## config.mk

```make
export PLATFORM = sky130hd
export DESIGN_NAME = spi_master_ctrl
export DESIGN_NICKNAME = d
export VERILOG_FILES = /design/src/rtl/spi_master_ctrl.sv
export SDC_FILE = /design/constraint.sdc
export NUM_CORES = 1
export LEC_CHECK = 0
export CAP_MARGIN = 0
export CORE_AREA = 2 2 62 64
export CTS_CLUSTER_SIZE = 28
export DETAILED_ROUTE_END_ITERATION = 8
export DIE_AREA = 0 0 64 66
export HOLD_SLACK_MARGIN = 0.15
export PLACE_DENSITY = 0.69
export RECOVER_POWER = 50
export SLEW_MARGIN = 25
export SYNTH_ARGS = -nofsm -noshare
export SYNTH_HDL_FRONTEND = slang
export SYNTH_SLANG_ARGS = --single-unit
export TNS_END_PERCENT = 50
```

## constraint.sdc

```tcl
create_clock -name clk -period 2.2 [get_ports clk]
set_input_delay 0.44 -clock clk [delete_from_list [all_inputs] [get_ports clk]]
set_output_delay 0.44 -clock clk [all_outputs]
set_load 0.01 [all_outputs]
```

## src/rtl/spi_master_ctrl.sv

```systemverilog
// SPI master for the SPI_Slave / single-port RAM subsystem.
// Each accepted host command becomes one SS_n-framed transaction: a START
// cycle, 11 MOSI bits (op[1], op[1], op[0], payload MSB first), then for
// rd-data frames an optional turnaround and 8 MISO samples. SCK is the system
// clock, so there is no clock divider.
module spi_master_ctrl #(
    parameter int TURNAROUND = 1,
    parameter int GAP_CYCLES = 1
) (
    input  logic       clk,
    input  logic       rst,
    input  logic       cmd_valid,
    output logic       cmd_ready,
    input  logic [1:0] cmd_op,
    input  logic [7:0] cmd_payload,
    output logic       rsp_valid,
    output logic [7:0] rsp_data,
    output logic       busy,
    output logic       SS_n,
    output logic       MOSI,
    input  logic       MISO
);

    // State table
    //   state | meaning
    //   IDLE  | SS_n high, cmd_ready high, waiting for a command
    //   START | SS_n low, MOSI low for one cycle so the slave can arm
    //   SEND  | shifting the 11-bit command word out on MOSI
    //   WAIT  | rd-data turnaround while the slave fetches from RAM
    //   RECV  | sampling 8 MISO bits, MSB first
    //   GAP   | SS_n high again, still busy, enforces inter-frame spacing
    typedef enum logic [2:0] {
        IDLE  = 3'b000,
        START = 3'b001,
        SEND  = 3'b010,
        WAIT  = 3'b011,
        RECV  = 3'b100,
        GAP   = 3'b101
    } state_t;

    // One shared down-counter serves every timed state; it must hold the
    // largest load value of any of them.
    localparam int MAX_TG  = (TURNAROUND > GAP_CYCLES) ? TURNAROUND : GAP_CYCLES;
    localparam int MAX_CNT = (MAX_TG > 11) ? MAX_TG : 11;
    localparam int CW      = $clog2(MAX_CNT + 1);

    localparam logic [CW-1:0] LD_SEND = CW'(10);
    localparam logic [CW-1:0] LD_RECV = CW'(7);
    localparam logic [CW-1:0] LD_WAIT = CW'((TURNAROUND > 0) ? TURNAROUND - 1 : 0);
    // A GAP of zero is not meaningful; it behaves as a single cycle.
    localparam logic [CW-1:0] LD_GAP  = CW'((GAP_CYCLES > 0) ? GAP_CYCLES - 1 : 0);

    state_t          state_q;
    logic [CW-1:0]   cnt_q;
    logic [10:0]     shift_q;
    logic            is_rd_q;
    logic            cmd_ready_q;
    logic            busy_q;
    logic            rsp_valid_q;
    logic [7:0]      rsp_data_q;
    logic            ss_n_q;
    logic            mosi_q;

    logic [10:0]     word_d;
    logic            is_rd_d;

    // Command word as it will go on the wire; rd-data carries dummy zeros.
    always_comb begin
        is_rd_d = (cmd_op == 2'b11);
        word_d  = {cmd_op[1], cmd_op[1], cmd_op[0], (is_rd_d ? 8'h00 : cmd_payload)};
    end

    // Frame sequencer with all outputs registered.
    always_ff @(posedge clk) begin
        if (rst) begin
            state_q     <= IDLE;
            cnt_q       <= '0;
            shift_q     <= '0;
            is_rd_q     <= 1'b0;
            cmd_ready_q <= 1'b0;
            busy_q      <= 1'b0;
            rsp_valid_q <= 1'b0;
            rsp_data_q  <= 8'h00;
            ss_n_q      <= 1'b1;
            mosi_q      <= 1'b0;
        end else begin
            rsp_valid_q <= 1'b0;
            case (state_q)
                IDLE: begin
                    ss_n_q      <= 1'b1;
                    mosi_q      <= 1'b0;
                    busy_q      <= 1'b0;
                    cmd_ready_q <= 1'b1;
                    if (cmd_valid && cmd_ready_q) begin
                        shift_q     <= word_d;
                        is_rd_q     <= is_rd_d;
                        state_q     <= START;
                        ss_n_q      <= 1'b0;
                        cmd_ready_q <= 1'b0;
                        busy_q      <= 1'b1;
                    end
                end
                START: begin
                    mosi_q  <= shift_q[10];
                    shift_q <= {shift_q[9:0], 1'b0};
                    cnt_q   <= LD_SEND;
                    state_q <= SEND;
                end
                SEND: begin
                    if (cnt_q != '0) begin
                        mosi_q  <= shift_q[10];
                        shift_q <= {shift_q[9:0], 1'b0};
                        cnt_q   <= cnt_q - 1'b1;
                    end else begin
                        mosi_q <= 1'b0;
                        if (is_rd_q) begin
                            if (TURNAROUND == 0) begin
                                state_q <= RECV;
                                cnt_q   <= LD_RECV;
                            end else begin
                                state_q <= WAIT;
                                cnt_q   <= LD_WAIT;
                            end
                        end else begin
                            state_q <= GAP;
                            ss_n_q  <= 1'b1;
                            cnt_q   <= LD_GAP;
                        end
                    end
                end
                WAIT: begin
                    if (cnt_q != '0) begin
                        cnt_q <= cnt_q - 1'b1;
                    end else begin
                        state_q <= RECV;
                        cnt_q   <= LD_RECV;
                    end
                end
                RECV: begin
                    rsp_data_q <= {rsp_data_q[6:0], MISO};
                    if (cnt_q != '0) begin
                        cnt_q <= cnt_q - 1'b1;
                    end else begin
                        state_q     <= GAP;
                        ss_n_q      <= 1'b1;
                        rsp_valid_q <= 1'b1;
                        cnt_q       <= LD_GAP;
                    end
                end
                GAP: begin
                    if (cnt_q != '0) begin
                        cnt_q <= cnt_q - 1'b1;
                    end else begin
                        state_q     <= IDLE;
                        busy_q      <= 1'b0;
                        cmd_ready_q <= 1'b1;
                    end
                end
                default: begin
                    state_q     <= IDLE;
                    ss_n_q      <= 1'b1;
                    mosi_q      <= 1'b0;
                    busy_q      <= 1'b0;
                    cmd_ready_q <= 1'b0;
                    cnt_q       <= '0;
                end
            endcase
        end
    end

    assign cmd_ready = cmd_ready_q;
    assign busy      = busy_q;
    assign rsp_valid = rsp_valid_q;
    assign rsp_data  = rsp_data_q;
    assign SS_n      = ss_n_q;
    assign MOSI      = mosi_q;

endmodule

```

* Word level (Yosys, flattened, before mapping)
Cells that the tools add are included.
** Word-level totals
- Output and inout bits :: 13
- Bits of input ports :: 14
- Logic and storage cells :: 71
- Bits in registers :: 32
** Cells by class
- Bitwise logic cells :: 4
- Multiplexer cells :: 27
- Eq/ne operators :: 14
- Add/sub/neg operators :: 1
- Reduce and logical (&&, ||, !) cells :: 15
** Operators with widths (count)
- $pmux 11 s3 :: 1
- $mux 11 :: 2
- $pmux 4 s5 :: 1
- $mux 3 :: 6
- $pmux 3 s6 :: 1
- $ne 2x2->1 const B :: 8
- $mux 4 :: 3
- $pmux 1 s3 :: 3
- $mux 1 :: 8
- $mux 8 :: 1
- $eq 3x2->1 const B :: 2
- $eq 3x3->1 const B :: 2
- $reduce_and 2->1 :: 3
- $reduce_or 3->1 :: 2
- $reduce_and 5->1 :: 1
- $not 1->1 :: 4
- $pmux 1 s4 :: 1
- $reduce_and 4->1 :: 1
- $reduce_bool 4->1 :: 1
- $reduce_or 2->1 :: 2
- $reduce_or 4->1 :: 1
- $sub 4x1->4 const B :: 1
- $eq 3x1->1 const B :: 1
- $logic_not 3->1 :: 1
- 4 further kinds :: 4

* Longest topological paths before layout
Gate-level depths: netlist of run 1.
- Depth in word-level cells :: 4
- Gate-level depth with buffers :: 7
- Gate-level depth less buffers :: 6

* Least setup slack after synthesis of run 1
Ideal clock, no wire load.
- Kind :: register to register
- From :: register cnt_q[0]
- To :: register shift_q[10]
- Arrival time :: 1571 ps
- Path slack :: 538 ps
- Period minus slack after synthesis :: 1662 ps
- Buffers on the path :: 1
- Setup time :: 91 ps
- Stages on the path, launching flop included :: 8
- Required time :: 2109 ps
- Path through :: dfxtp_1 -> inv_1 -> ha_1 -> nor3b_4 -> o32ai_4 -> buf_6 -> nor2_1 -> a311oi_1
** Between the ends
- Cells in the longest elaborated chain, start to end :: 3
** Ends and longest elaborated chain
- start, declared :: RTL line 54 : logic [CW-1:0] cnt_q;
- start signal, assigned :: RTL line 113 : cnt_q <= cnt_q - 1'b1;
- start signal, assigned :: RTL line 133 : cnt_q <= cnt_q - 1'b1;
- start signal, assigned :: RTL line 142 : cnt_q <= cnt_q - 1'b1;
- $reduce_bool 4->1 :: RTL line 110 : if (cnt_q != '0) begin
- $ne 2x2->1 (no line)
- $reduce_and 3->1 (no line)
- end signal, assigned :: RTL line 95 : shift_q <= word_d;
- end signal, assigned :: RTL line 105 : shift_q <= {shift_q[9:0], 1'b0};
- end signal, assigned :: RTL line 112 : shift_q <= {shift_q[9:0], 1'b0};
- end, declared :: RTL line 55 : logic [10:0] shift_q;
Every way passes these cells.
A chain may end at the register's enable or synchronous reset.

* Worst setup path after layout of run 1
- From :: register cnt_q[0]
- To :: register shift_q[0]
Same word-level chain as after synthesis.

==> results_dict.tcl, run 1 <==
set metrics [dict create \
    num_rows 22 \
    crit_type "reg -> reg" \
    die_x_um 64 \
    synthDistinctLibCells 42 \
    hold_class "reg -> reg" \
    syn-cell-area_um2 1526 \
    relSlewSlack_pct 50.38 \
    drc 0 \
    fmax_mhz 513.8 \
    tightest_slew_ns 0.7443 \
    wl_per_cell_um 14.09 \
    place_ws_ns 0.1563 \
    yosys_register_bits 32 \
    layout_commonest_cell "dfxtp_1" \
    post-cts-setup-buffers 0 \
    setup_viol 0 \
    powerDensity_nw_per_um2 1262 \
    power.total_mw 2.363 \
    synth_nets 195 \
    ant_nets 0 \
    final_cell_mix "dfxtp_1 (32), nor2_1 (22), a21oi_1 (20)" \
    end_kind "flop" \
    ir_drop_v 0.0007574 \
    finalClockSkew_ns 0.004264 \
    gp_congestion 0.8323 \
    synth_edf_count 0 \
    fin_util_pct 52.71 \
    grt_use_total_pct 17.77 \
    critPathMaxFanout 11 \
    antenna_cells 0 \
    final.setup.tns_ns 0 \
    synthCells 180 \
    antenna_found_initial 0 \
    worst-endpoint-required_ns 2.43 \
    clockBufferDepth 2 \
    status "finished clean" \
    core_um2 3551 \
    ios 27 \
    top_usage_layer "met2" \
    grtUsageMet1_pct 21.80 \
    async_flop_share_pct 0 \
    cts.repair.resized 0 \
    period_share_pct 88.47 \
    grt_util_met3_pct 4.940 \
    fin_nets 222 \
    syn2layout_area_growth_pct 22.62 \
    ctsHoldBuffers 0 \
    portBuffers 26 \
    viasPerCell 5.729 \
    numClockSinks 32 \
    cts_buffers 5 \
    yosysWarnings 0 \
    dpl_cell_area_um2 1813 \
    root_buffer "clkbuf_4" \
    fin_ws_ns 0.2537 \
    n_fill_cell 356 \
    layout-drive-gt1-share_pct 8.213 \
    first_pass_iters 4 \
    hold_violations 0 \
    critPathLaunchType "flop" \
    grt_pass1_wl_mm 5.823 \
    grt_pass1_vias 1374 \
    min_period_ns 1.946 \
    dpl.hpwl_mm 2.389 \
    wirelength_mm 3.592 \
    rsz0062_at_grt "no" \
    leakagePower_nw 0.6911 \
    clkTransAtPathRegs_ns 0.09 \
    floorplan.initialDensity_pct 42.99 \
    postSynthAreaPerCell_um2 8.480 \
    grt_use_met2_pct 27.47 \
    cap_viol_max_count 0 \
    grt_overflow 0 \
    yosysSeqAreaShare_pct 41.97 \
    vias 1461 \
    grt_max_degree 23 \
    arrival_ns 2.18 \
    cts-htree-levels 2 \
    maxSlewViolCount 0 \
    cts_tree "yes" \
    insertion_delay_ns 0.34 \
    die_area_um2 4224 \
    fin_area_um2 1872 \
    die_h_um 66 \
    dr.first_iter.drc_count 94 \
    synth_flop_cell "dfxtp_1" \
]
## sequential cells by signal (all words and copies together), names as in the netlist, 3 cells and up
signal / flops
shift_q: 11
rsp_data: 8
cnt_q: 4
state_q: 3
## cell usage after synthesis, types with 2 or more instances
cell	number	share of area, %
a21oi_1	20	6.6
inv_1	5	1.2
nor2_1	22	5.4
a211oi_1	8	3.9
nand2b_1	4	1.6
dfxtp_1	32	42
nand3_1	2	0.66
o21ai_0	16	5.2
nand2_1	17	4.2
nor3_1	4	1.3
buf_6	3	2.2
clkbuf_1	6	1.5
buf_2	3	0.98
a311oi_1	3	1.7
a22oi_1	8	3.9
## layer usage
| layer | vias up | part of all wire, % |
|---|---|---|
| met4 | 0 | 2.6 |
| met3 | 11 | 5.2 |
| met1 | 695 | 45 |
| met2 | 42 | 47 |
| li1 | 713 | - |
| met5 | - | 0 |
## through the flow
stage          std cells  hold WS, ns
2_1_floorplan        180       0.4461
3_3_place_gp         247       0.4460
3_5_place_dp         247       0.4529
4_1_cts              254       0.4649
5_1_grt              255       0.4829
6_report             255       0.4607
## worst max-delay path, stage by stage, from the launching register on
cell and delay (ns):
dfxtp_1 0.40, inv_1 0.08, ha_1 0.27, nor3b_4 0.20
o32ai_2 0.64, nand2b_1 0.19, a21oi_1 0.06
## where the power goes
group	total [mW]	internal [mW]	switching, mW	leakage, nW
clock network	0.308	0.117	0.190	0.0281
logic	1.17	0.479	0.693	0.402
registers	0.883	0.714	0.169	0.261
total	2.36	1.31	1.05	0.691
## kinds of logic after synthesis
kind of cell / count (synthesis) / share of synthesized area (%)
AO/OA/AOI/OAI: 65 / 28.44
AND/OR/NAND/NOR: 61 / 20.33
flip-flops: 32 / 41.97
buffers and inverters: 17 / 5.901
XOR/XNOR: 2 / 1.148
multiplexers: 2 / 1.393
adder cells (fa/ha/maj): 1 / 0.8195
## worst paths after layout
path	startpoint	to	slack (ns)	cells past startpoint
worst max-delay path	cnt_q[0]	shift_q[0]	0.25	6
worst min-delay path	MOSI	MOSI	0.46	2
worst max register to register	cnt_q[0]	shift_q[0]	0.25	6
worst min register to register	MOSI	MOSI	0.46	2
## cell type report
type	count	area, um2	share of cell area, %
well taps	48	60.06	3.209
multi-input cells	132	812.0	43.38
inverters	5	18.77	1.003
clock buffers	6	41.29	2.206
clock inverters	1	5.005	0.2674
repair buffers	31	294.0	15.71
flip-flops and latches	32	640.6	34.22
No activity file was read; power rests on OpenSTA's default activity.
==> run 2: changes to the inputs <==
GPL_ROUTABILITY_DRIVEN = 0   (was unset)
==> run 2 against run 1 <==
Against the previous run: non-clock buffer count unchanged; first-iteration DRC count down 1.1%; global-route usage down 0.26 points; register-to-register slack worse by 0.03 ns; total power up 4.5%; maximum frequency down 1.4%; worst hold slack worse by 0.0011 ns; largest power group unchanged; via count down 4.5%; clock skew up 0.0060 ns; clock power up 45%; critical path depth down 1.
==> results_dict.tcl, run 2 (synthesized netlist as in run 1, its figures left out) <==
set metrics [dict create \
    path_buf_inv 1 \
    die_x_um 64 \
    grt_max_degree 23 \
    critPathMaxFanout 11 \
    first_pass_iters 5 \
    end_kind "flop" \
    multiInputGateArea_um2 805.8 \
    rr_endpoint "shift_q[8]" \
    setup_viol 0 \
    min_path_cells 2 \
    portBuffers 26 \
    arrival_ns 2.16 \
    hold_violations 0 \
    clockBufferDepth 2 \
    layout-drive-gt1-share_pct 8.654 \
    floorplan.initialDensity_pct 42.99 \
    status "finished clean" \
    cts.repair.resized 0 \
    critPathLaunchType "flop" \
    place_ws_ns 0.1844 \
    leakagePower_nw 0.7020 \
    final.setup.tns_ns 0 \
    layout_commonest_cell "dfxtp_1" \
    core_um2 3551 \
    die_area_um2 4224 \
    cpMaxStageDelayCell "o32ai_2" \
    finalClockSkew_ns 0.01027 \
    regMostFlops "shift_q" \
    maxSlewViolCount 0 \
    r2r_setup_slack_ns 0.23 \
    wl_per_cell_um 13.44 \
    post-cts-setup-buffers 0 \
    powerDensity_nw_per_um2 1303 \
    crit_type "reg -> reg" \
    rsz0062_at_grt "no" \
    dr.first_iter.drc_count 93 \
    ant_nets 0 \
    antenna_cells 0 \
    fin_area_um2 1896 \
    grt_use_total_pct 17.52 \
    fmax_mhz 506.8 \
    register_area_um2 640.6 \
    period_share_pct 89.69 \
    fin_nets 222 \
    hp-start "rsp_data[4]" \
    wirelength_mm 3.440 \
    ir_drop_v 0.0006494 \
    min_period_ns 1.973 \
    dpl_cell_area_um2 1813 \
    largest_reg_flops 11 \
    ios 27 \
    clkTransAtPathRegs_ns 0.10 \
    fin_ws_ns 0.2269 \
    num_rows 22 \
    grt_overflow 0 \
    grt_pass1_wl_mm 5.651 \
    cap_viol_max_count 0 \
    root_buffer "clkbuf_4" \
    cp_top_family "compound AO/OA/AOI/OAI gates" \
    antenna_found_initial 0 \
    relSlewSlack_pct 50.37 \
    viasPerCell 5.449 \
    cts_tree "yes" \
    syn2layout_area_growth_pct 24.18 \
    reg2reg_depth 5 \
    tightest_slew_ns 0.7445 \
    crit_chain "inv_1 > ha_1 > nor3b_2 > o32ai_2 > a311oi_1" \
    dpl.hpwl_mm 2.308 \
    max_stage_delay_ns 0.64 \
    final_cell_mix "dfxtp_1 (32), nor2_1 (22), a21oi_1 (20)" \
    vias 1395 \
    n_fill_cell 343 \
    holdPathEnd "rsp_data[5]" \
    cts-htree-levels 2 \
    grt_pass1_vias 1273 \
    ctsHoldBuffers 0 \
    insertion_delay_ns 0.35 \
    hold_class "reg -> reg" \
    die_h_um 66 \
    worst-endpoint-required_ns 2.39 \
    cts_buffers 5 \
    drc 0 \
    numClockSinks 32 \
    reg2reg_from "cnt_q[0]" \
]
run 2: how the worst max path moves through the flow:
stage	startpoint	slack [ns]	end	cells after the start
after floorplan	cnt_q[0]	0.54	shift_q[10]	7
after global placement	cnt_q[0]	0.28	shift_q[9]	6
after detailed placement	cnt_q[0]	0.18	shift_q[10]	6
after CTS	cnt_q[0]	0.15	shift_q[10]	6
after global routing	cnt_q[0]	0.12	shift_q[8]	5
final	cnt_q[0]	0.23	shift_q[8]	5
run 2: worst reg2reg max path, delay by kind of cell, from the launching register on:
family                     cells  cell delay [ns]
AOI/OAI and AO/OA              2             0.84
adders and majority gates      1             0.26
buffers and inverters          1             0.08
DFF                            1             0.41
and+or+nand+nor                1             0.22
run 2: metrics by stage:
stage	power [mW]	hold slack, ns	std cells	util (%)
after detailed placement	2.004	0.4539	247	51.06
final	2.470	0.4596	256	53.38
after global routing	2.667	0.4776	256	53.38
after CTS	2.451	0.4687	255	53.21
after floorplan	1.771	0.4461	180	-
after global placement	1.962	0.4465	247	51.06
run 2: power by group:
part | internal, mW | switching (mW)
clock | 0.238 | 0.208
combinational | 0.472 | 0.674
sequential | 0.714 | 0.164
run 2: layout make-up:
type | instances | area share (%)
Timing Repair Buffer | 31 | 15.51
Clock buffer | 6 | 2.178
Sequential cell | 32 | 33.80
Tap cell | 48 | 3.168
Clock inverter | 2 | 1.848
Inverter | 5 | 0.9901
Multi-Input combinational cell | 132 | 42.51
run 2: layer usage:
metal  vias up  global-route usage, %  routed length (um)
met5         -                      0                   0
met4         0                  11.41                  76
met3         9                  3.578                 173
met2        36                  27.60                1611
met1       645                  21.69                1579
li1        705                      -                   -
